--- src/rtl/xilly_stream_exerciser_pkg.sv ---
// Shared types and sizing helpers for the Xillybus stream exerciser.
package xilly_exr_pkg;

  typedef enum logic [2:0] {
    S_IDLE,
    S_OPEN_WAIT,
    S_STREAM,
    S_DRAIN,
    S_DONE,
    S_TIMEOUT
  } state_t;

  // Wide enough to hold the larger of the write and read totals.
  function automatic int cnt_width(input int total_wr, input int expect_rd);
    int m;
    m = (total_wr > expect_rd) ? total_wr : expect_rd;
    return $clog2(m + 1);
  endfunction

endpackage

--- src/rtl/xilly_stream_exerciser_if.sv ---
// Xillybus 32-bit stream pair: write stream toward the FIFO, read stream back.
interface xilly_stream_exerciser_if #(
  parameter int DATA_W = 32
);
  logic              w_open;
  logic [DATA_W-1:0] w_data;
  logic              w_wren;
  logic              w_full;
  logic              r_open;
  logic              r_rden;
  logic [DATA_W-1:0] r_data;
  logic              r_empty;

  modport master (
    output w_open, w_data, w_wren, r_open, r_rden,
    input  w_full, r_data, r_empty
  );

  modport slave (
    input  w_open, w_data, w_wren, r_open, r_rden,
    output w_full, r_data, r_empty
  );
endinterface

--- src/rtl/xilly_stream_exerciser_rx_capture.sv ---
// Read-side engine: read strobes, one-cycle-late capture, word count,
// running checksum and the DRAIN idle timer.
module xilly_exr_rx_capture #(
  parameter int DATA_W       = 32,
  parameter int EXPECT_WORDS = 33,
  parameter int TIMEOUT_CYC  = 1000,
  parameter int CNT_W        = 6
) (
  input  logic              bus_clk,
  input  logic              bus_rst,
  input  logic              clear,
  input  logic              en,
  input  logic              drain,
  input  logic              r_empty,
  input  logic [DATA_W-1:0] r_data,
  output logic              r_rden,
  output logic [CNT_W-1:0]  words_recv,
  output logic [DATA_W-1:0] rx_sum,
  output logic              complete,
  output logic              timeout_hit
);
  localparam int TMO_W = $clog2(TIMEOUT_CYC + 1);

  logic [CNT_W-1:0] reads_issued;
  logic             rden_d;
  logic [TMO_W-1:0] idle_cnt;

  assign r_rden      = en && !r_empty && (reads_issued < CNT_W'(EXPECT_WORDS));
  assign complete    = (words_recv == CNT_W'(EXPECT_WORDS));
  // A capture in the expiry cycle reloads the timer instead of timing out.
  assign timeout_hit = drain && !rden_d && (idle_cnt == '0);

  always_ff @(posedge bus_clk) begin
    if (bus_rst) begin
      reads_issued <= '0;
      rden_d       <= 1'b0;
      words_recv   <= '0;
      rx_sum       <= '0;
      idle_cnt     <= '0;
    end else if (clear) begin
      reads_issued <= '0;
      rden_d       <= 1'b0;
      words_recv   <= '0;
      rx_sum       <= '0;
      idle_cnt     <= TMO_W'(TIMEOUT_CYC - 1);
    end else begin
      rden_d <= r_rden;
      if (r_rden && reads_issued != '1)
        reads_issued <= reads_issued + CNT_W'(1);
      if (rden_d) begin
        if (words_recv != '1)
          words_recv <= words_recv + CNT_W'(1);
        rx_sum <= rx_sum + r_data;
      end
      if (rden_d || !drain)
        idle_cnt <= TMO_W'(TIMEOUT_CYC - 1);
      else if (idle_cnt != '0)
        idle_cnt <= idle_cnt - TMO_W'(1);
    end
  end
endmodule

--- src/rtl/xilly_stream_exerciser.sv ---
// Stream exerciser: opens the write stream, writes a repeating ramp under
// backpressure and drains/checksums the read stream concurrently.
//
//   state       | meaning
//   S_IDLE      | waiting for start, all outputs low
//   S_OPEN_WAIT | write stream open, waiting out schedule load
//   S_STREAM    | writing ramp frames, reading concurrently
//   S_DRAIN     | all writes done, collecting remaining reads
//   S_DONE      | all expected reads captured
//   S_TIMEOUT   | read stream went idle too long
module xilly_stream_exerciser
  import xilly_exr_pkg::*;
#(
  parameter int  DATA_W       = 32,
  parameter int  PATTERN_LEN  = 11,
  parameter int  NUM_FRAMES   = 3,
  parameter int  OPEN_WAIT    = 10,
  parameter int  EXPECT_WORDS = 33,
  parameter int  TIMEOUT_CYC  = 1000,
  localparam int CNT_W        = cnt_width(NUM_FRAMES * PATTERN_LEN, EXPECT_WORDS)
) (
  input  logic                      bus_clk,
  input  logic                      bus_rst,
  input  logic                      start,
  xilly_stream_exerciser_if.master  xs,
  output logic                      busy,
  output logic                      done,
  output logic                      timeout,
  output logic [CNT_W-1:0]          words_sent,
  output logic [CNT_W-1:0]          words_recv,
  output logic [DATA_W-1:0]         rx_sum
);
  localparam int TOTAL_WR = NUM_FRAMES * PATTERN_LEN;
  localparam int OW_W     = $clog2(OPEN_WAIT + 1);
  localparam int IDX_W    = $clog2(PATTERN_LEN + 1);
  localparam int FR_W     = $clog2(NUM_FRAMES + 1);

  state_t            state, state_nxt;
  logic [OW_W-1:0]   ow_cnt;
  logic [IDX_W-1:0]  pat_idx;
  logic [FR_W-1:0]   frame_cnt;
  logic [CNT_W-1:0]  words_sent_q;
  logic [DATA_W-1:0] w_data_q;
  logic              w_accept, last_word;
  logic              rx_clear, rx_en, rx_drain, rx_complete, rx_timeout;

  assign w_accept  = (state == S_STREAM) && !xs.w_full && (words_sent_q < CNT_W'(TOTAL_WR));
  assign last_word = (pat_idx == IDX_W'(PATTERN_LEN - 1)) && (frame_cnt == FR_W'(NUM_FRAMES - 1));
  assign rx_en     = (state == S_STREAM) || (state == S_DRAIN);
  assign rx_drain  = (state == S_DRAIN);

  assign xs.w_wren = w_accept;
  assign xs.w_data = w_data_q;
  assign xs.w_open = busy;
  assign xs.r_open = rx_en;
  assign busy       = (state == S_OPEN_WAIT) || rx_en;
  assign done       = (state == S_DONE) || (state == S_TIMEOUT);
  assign timeout    = (state == S_TIMEOUT);
  assign words_sent = words_sent_q;

  always_comb begin
    state_nxt = state;
    rx_clear  = 1'b0;
    case (state)
      S_IDLE, S_DONE, S_TIMEOUT: begin
        if (start) begin
          state_nxt = S_OPEN_WAIT;
          rx_clear  = 1'b1;
        end
      end
      S_OPEN_WAIT: if (ow_cnt == '0) state_nxt = S_STREAM;
      // Reads finishing early never cut the write stream short.
      S_STREAM:    if (w_accept && last_word) state_nxt = rx_complete ? S_DONE : S_DRAIN;
      S_DRAIN: begin
        if (rx_complete)     state_nxt = S_DONE;
        else if (rx_timeout) state_nxt = S_TIMEOUT;
      end
      default: state_nxt = S_IDLE;
    endcase
  end

  always_ff @(posedge bus_clk) begin
    if (bus_rst) begin
      state        <= S_IDLE;
      ow_cnt       <= '0;
      pat_idx      <= '0;
      frame_cnt    <= '0;
      words_sent_q <= '0;
      w_data_q     <= '0;
    end else begin
      state <= state_nxt;
      if (rx_clear) begin
        ow_cnt       <= OW_W'(OPEN_WAIT - 1);
        pat_idx      <= '0;
        frame_cnt    <= '0;
        words_sent_q <= '0;
        w_data_q     <= DATA_W'(1);
      end else begin
        if (state == S_OPEN_WAIT && ow_cnt != '0)
          ow_cnt <= ow_cnt - OW_W'(1);
        if (w_accept) begin
          if (words_sent_q != '1)
            words_sent_q <= words_sent_q + CNT_W'(1);
          if (pat_idx == IDX_W'(PATTERN_LEN - 1)) begin
            pat_idx  <= '0;
            w_data_q <= DATA_W'(1);
            if (frame_cnt != '1)
              frame_cnt <= frame_cnt + FR_W'(1);
          end else begin
            pat_idx  <= pat_idx + IDX_W'(1);
            w_data_q <= DATA_W'(pat_idx) + DATA_W'(2);
          end
        end
      end
    end
  end

  xilly_exr_rx_capture #(
    .DATA_W       (DATA_W),
    .EXPECT_WORDS (EXPECT_WORDS),
    .TIMEOUT_CYC  (TIMEOUT_CYC),
    .CNT_W        (CNT_W)
  ) u_rx (
    .bus_clk     (bus_clk),
    .bus_rst     (bus_rst),
    .clear       (rx_clear),
    .en          (rx_en),
    .drain       (rx_drain),
    .r_empty     (xs.r_empty),
    .r_data      (xs.r_data),
    .r_rden      (xs.r_rden),
    .words_recv  (words_recv),
    .rx_sum      (rx_sum),
    .complete    (rx_complete),
    .timeout_hit (rx_timeout)
  );
endmodule

--- src/flat_wrapper.sv ---
// flat-port wrapper written by rule: the top's interface ports become plain ports
module xilly_stream_exerciser_flat import xilly_exr_pkg::*;
#(
  parameter int  DATA_W       = 32,
  parameter int  PATTERN_LEN  = 11,
  parameter int  NUM_FRAMES   = 3,
  parameter int  OPEN_WAIT    = 10,
  parameter int  EXPECT_WORDS = 33,
  parameter int  TIMEOUT_CYC  = 1000,
  localparam int CNT_W        = cnt_width(NUM_FRAMES * PATTERN_LEN, EXPECT_WORDS)
)
  (bus_clk, bus_rst, start, busy, done, timeout, words_sent, words_recv, rx_sum, xs_w_open, xs_w_data, xs_w_wren, xs_r_open, xs_r_rden, xs_w_full, xs_r_data, xs_r_empty);
  xilly_stream_exerciser_if #(.DATA_W(DATA_W)) xs_i ();
  input  logic bus_clk;
  input  logic bus_rst;
  input  logic start;
  output logic busy;
  output logic done;
  output logic timeout;
  output logic [CNT_W-1:0] words_sent;
  output logic [CNT_W-1:0] words_recv;
  output logic [DATA_W-1:0] rx_sum;
  output wire logic [$bits(xs_i.w_open)-1:0] xs_w_open;
  output wire logic [$bits(xs_i.w_data)-1:0] xs_w_data;
  output wire logic [$bits(xs_i.w_wren)-1:0] xs_w_wren;
  output wire logic [$bits(xs_i.r_open)-1:0] xs_r_open;
  output wire logic [$bits(xs_i.r_rden)-1:0] xs_r_rden;
  input wire logic [$bits(xs_i.w_full)-1:0] xs_w_full;
  input wire logic [$bits(xs_i.r_data)-1:0] xs_r_data;
  input wire logic [$bits(xs_i.r_empty)-1:0] xs_r_empty;
  assign xs_w_open = xs_i.w_open;
  assign xs_w_data = xs_i.w_data;
  assign xs_w_wren = xs_i.w_wren;
  assign xs_r_open = xs_i.r_open;
  assign xs_r_rden = xs_i.r_rden;
  assign xs_i.w_full = xs_w_full;
  assign xs_i.r_data = xs_r_data;
  assign xs_i.r_empty = xs_r_empty;
  xilly_stream_exerciser #(.DATA_W(DATA_W), .PATTERN_LEN(PATTERN_LEN), .NUM_FRAMES(NUM_FRAMES), .OPEN_WAIT(OPEN_WAIT), .EXPECT_WORDS(EXPECT_WORDS), .TIMEOUT_CYC(TIMEOUT_CYC)) u_core (.bus_clk(bus_clk), .bus_rst(bus_rst), .start(start), .xs(xs_i), .busy(busy), .done(done), .timeout(timeout), .words_sent(words_sent), .words_recv(words_recv), .rx_sum(rx_sum));
endmodule
--- config.mk ---
export PLATFORM = sky130hd
export DESIGN_NAME = xilly_stream_exerciser_flat
export DESIGN_NICKNAME = d
export VERILOG_FILES = /design/src/rtl/xilly_stream_exerciser_pkg.sv /design/src/rtl/xilly_stream_exerciser_if.sv /design/src/rtl/xilly_stream_exerciser_rx_capture.sv /design/src/rtl/xilly_stream_exerciser.sv /design/src/flat_wrapper.sv
export SDC_FILE = /design/constraint.sdc
export NUM_CORES = 1
export LEC_CHECK = 0
export ABC_CLOCK_PERIOD_IN_PS = 7900
export BUFFER_PORTS_ARGS = -buffer_cell sky130_fd_sc_hd__buf_2
export CORE_MARGIN = 2
export CORE_UTILIZATION = 59
export CTS_CLUSTER_SIZE = 12
export DETAILED_ROUTE_END_ITERATION = 12
export HOLD_SLACK_MARGIN = 0.12
export PLACE_DENSITY = 0.86
export RECOVER_POWER = 25
export SETUP_SLACK_MARGIN = 0.1
export SLEW_MARGIN = 20
export SYNTH_ARGS = -nofsm -noshare
export SYNTH_HDL_FRONTEND = slang
export SYNTH_SLANG_ARGS = --single-unit
--- constraint.sdc ---
create_clock -name bus_clk -period 7.9 [get_ports bus_clk]
set_input_delay 0.395 -clock bus_clk [delete_from_list [all_inputs] [get_ports bus_clk]]
set_output_delay 0.395 -clock bus_clk [all_outputs]
set_load 0.02 [all_outputs]
==> impl_metrics.tcl <==
set metrics [dict create \
    cp_common_cell "o21ai_0" \
    critPathBufInv 0 \
    holdBufCountCts 0 \
    post_cts_resized 0 \
    yosys_register_bits 79 \
    grt_start_max_net_pins 47 \
    die_h_um 97.2 \
    drive_above_1_share_pct 12.2 \
    setup_viol 0 \
    min_delay_worst_endpoint "u_core.u_rx.rden_d" \
    portBuffers 92 \
    firstDrtPassIters 5 \
    gp_congestion 0.914 \
    hold_depth 3 \
    ff2ff_path_depth 10 \
    insertion_delay_ns 0.36 \
    drtAntennaViolNets 0 \
    synthCells 633 \
    slew_viol_final 0 \
    cts_tree "yes" \
    wl_um 11800 \
    worst_pin_slew_ns 0.774 \
    min_period_ns 3.52 \
    dp.final_hpwl_um 8910 \
    grt_pass1_vias 4395 \
    worstHoldPathType "in -> reg" \
    die-area_um2 9440 \
    critPathSlowestCell "a311oi_1" \
    drc 0 \
    htreeDepth 3 \
    syn_avg_cell_area_um2 8.09 \
    core_area_um2 8300 \
    synthArstFlopShare_pct 0 \
    placedCellCount 805 \
    status "finished clean" \
    cts_sinks 79 \
    timing.rr.start "u_core.u_rx.rx_sum[0]" \
    yosys_most_used_dff "dfxtp_1" \
    cp_max_fo 5 \
    yosysSeqAreaShare_pct 30.9 \
    grt_pass1_wl_um 19800 \
    nets 791 \
    die_x_um 97.2 \
    tns_ns 0 \
    clk_pin_slew_ns 0.09 \
    hold_violations 0 \
    netlist_area_um2 5120 \
    cts_setup_buffers 0 \
    finalNonFillerCells 821 \
    fin_skew_ns 0.0108 \
    drtIter0Drc 225 \
    fmax_mhz 284 \
    crit_chain "ha_1 > fa_1 > a21oi_1 > o21ai_0 > a311oi_1 > o311ai_0 > a41oi_1 > o21ai_0 > xnor2_1 > o21ai_0" \
    initial_core_util_pct 61.7 \
    rsz0062_at_grt "no" \
    whs_ns 0.363 \
    worstPathRequired_ns 8.18 \
    timing.final.crit_share_pct 44.5 \
    synth_edf_count 0 \
    antenna_cells 0 \
    p_leak_nw 2.52 \
    max-slew-margin-rel_pct 48.1 \
    synth.distinct_cells 61 \
    setup.worst_path.end_class "flip-flop" \
    clock_path_buffers 2 \
    grtUsageTotal_pct 24.9 \
    worstPathArrival_ns 3.80 \
    cts_buffers 9 \
    yosys_warnings 0 \
    ioPinCount 120 \
    worstReg2RegEnd "u_core.u_rx.rx_sum[30]" \
    crit_family "compound AO/OA/AOI/OAI gates" \
    path_class "reg -> reg" \
    row_count 33 \
    regToRegSetupSlack_ns 4.38 \
    start_kind "flip-flop" \
    p_per_area_nw_per_um2 199 \
    critPathMaxStageDelay_ns 0.72 \
    viasPerCell 5.72 \
    peakVddDrop_uv 144 \
    grt-ovfl-total 0 \
    maxCapViolCount 0 \
    ctsRootBufferMaster "clkbuf_8" \
    antenna_found_initial 0 \
    vias 4697 \
    post_drt_wl_per_cell_um 14.4 \
    syn_to_final_growth_pct 11.2 \
    min-delay-start "xs_r_empty" \
]
-- cells in the final DEF, fill, tap and decap left out, types with 3 or more instances in the layout --
cell,instances
xnor2_1,26
clkbuf_1,33
clkbuf_8,9
conb_1,27
and3_1,4
and2_1,4
mux2i_1,17
a21oi_1,64
or3_1,4
nand2_1,49
nand3_1,15
a211o_1,3
a31oi_1,5
inv_6,3
dfxtp_1,79
a21o_1,16
nor3b_1,5
buf_2,59
ha_1,42
nor2_1,70
nand4_1,12
nor2b_1,6
nand3b_1,3
a311oi_1,4
o21ai_0,25
o21bai_1,10
a211oi_1,7
nand2b_1,5
inv_1,24
nor3_1,18
xor2_1,21
-- report_power, final --
part	leakage [nW]	internal, W	switching, W
logic	1.78	0.000124	0.000223
clock network	0.0996	0.000152	0.000171
registers	0.641	0.000428	0.0000324
-- tightest hold or removal path, delay by kind of cell --
family	cells	cell delay [ns]
simple gates	1	0.14
buf+inv	1	0.08
compound gates	1	0.06
-- area by class of cell --
cell class                      instances  area, um2
Inverter                               26       97.6
Multi-Input combinational cell        501       3240
Clock inverter                          7       87.6
Timing Repair Buffer                   94        434
Tap cell                              105        131
Fill cell                             704       2610
Sequential cell                        79       1580
Clock buffer                            9        124
-- through the flow --
stage               cell area (um2)  util [%]  power, W  setup WS, ns
floorplan                      5220         -  0.000743          4.95
global placement               5520      66.6  0.000802          4.36
detailed placement             5520      66.6  0.000816          4.26
CTS                            5740      69.1   0.00114          4.44
global route                   5690      68.6   0.00119          4.00
finish                         5690      68.6   0.00113          4.38
-- sequential cells by signal, indices dropped and copies added, names as in the netlist --
signal and flops:
u_core.u_rx.rx_sum 32, u_core.u_rx.idle_cnt 10, u_core.u_rx.reads_issued 6, u_core.u_rx.words_recv 6, u_core.words_sent 6, u_core.xs.w_data 5, u_core.ow_cnt 4, u_core.pat_idx 4
u_core.state 3, u_core.frame_cnt 2, u_core.u_rx.rden_d 1
-- cells by family (layout without fill, tap and decap cells) --
kind of cell | count (synthesis) | in the layout | share of synthesized area, %
adders and majority gates | 43 | 43 | 10.6
AOI/OAI and AO/OA | 157 | 157 | 19.2
buffers and inverters | 79 | 136 | 7.86
other | 1 | 27 | 0.0732
xor gates and xnor gates | 47 | 47 | 8.04
muxes | 17 | 17 | 3.32
DFF | 79 | 79 | 30.9
and+or+nand+nor | 210 | 210 | 20.0
-- worst max-delay path by stage --
| stage | from | to | cells after the start |
|---|---|---|---|
| floorplan | xs_r_data[0] | u_core.u_rx.rx_sum[28] | 10 |
| global placement | xs_r_data[0] | u_core.u_rx.rx_sum[30] | 11 |
| detailed placement | xs_r_data[0] | u_core.u_rx.rx_sum[30] | 11 |
| CTS | u_core.u_rx.rx_sum[0] | u_core.u_rx.rx_sum[30] | 10 |
| global route | u_core.u_rx.rx_sum[0] | u_core.u_rx.rx_sum[28] | 10 |
| finish | u_core.u_rx.rx_sum[0] | u_core.u_rx.rx_sum[30] | 10 |
-- layer usage --
metal	vias to the layer above	share of wire [%]	wire length, um	global-route usage (%)
met4	0	1.8	214	8.67
met1	2154	43	5130	30.9
met3	20	6.2	728	3.74
li1	2338	-	-	-
met5	-	0	0	0
met2	185	49	5730	43.8
-- synth_stat cells, drive strengths merged (8+ instances only) --
| cell | n | area share (%) |
|---|---|---|
| a21oi | 64 | 6.3 |
| buf | 34 | 4.5 |
| a211oi | 8 | 1.3 |
| ha | 42 | 10 |
| mux2i | 17 | 3.3 |
| o21ai | 25 | 2.4 |
| xor2 | 21 | 3.6 |
| clkbuf | 19 | 1.4 |
| nor2 | 70 | 5.1 |
| nand3 | 15 | 1.5 |
| xnor2 | 26 | 4.4 |
| inv | 25 | 1.8 |
| a21o | 16 | 2.3 |
| nand4 | 12 | 1.5 |
| o21bai | 10 | 1.5 |
| nand2 | 49 | 3.6 |
| dfxtp | 79 | 31 |
| nor3 | 18 | 1.8 |
No activity file was read; power rests on OpenSTA's default activity.
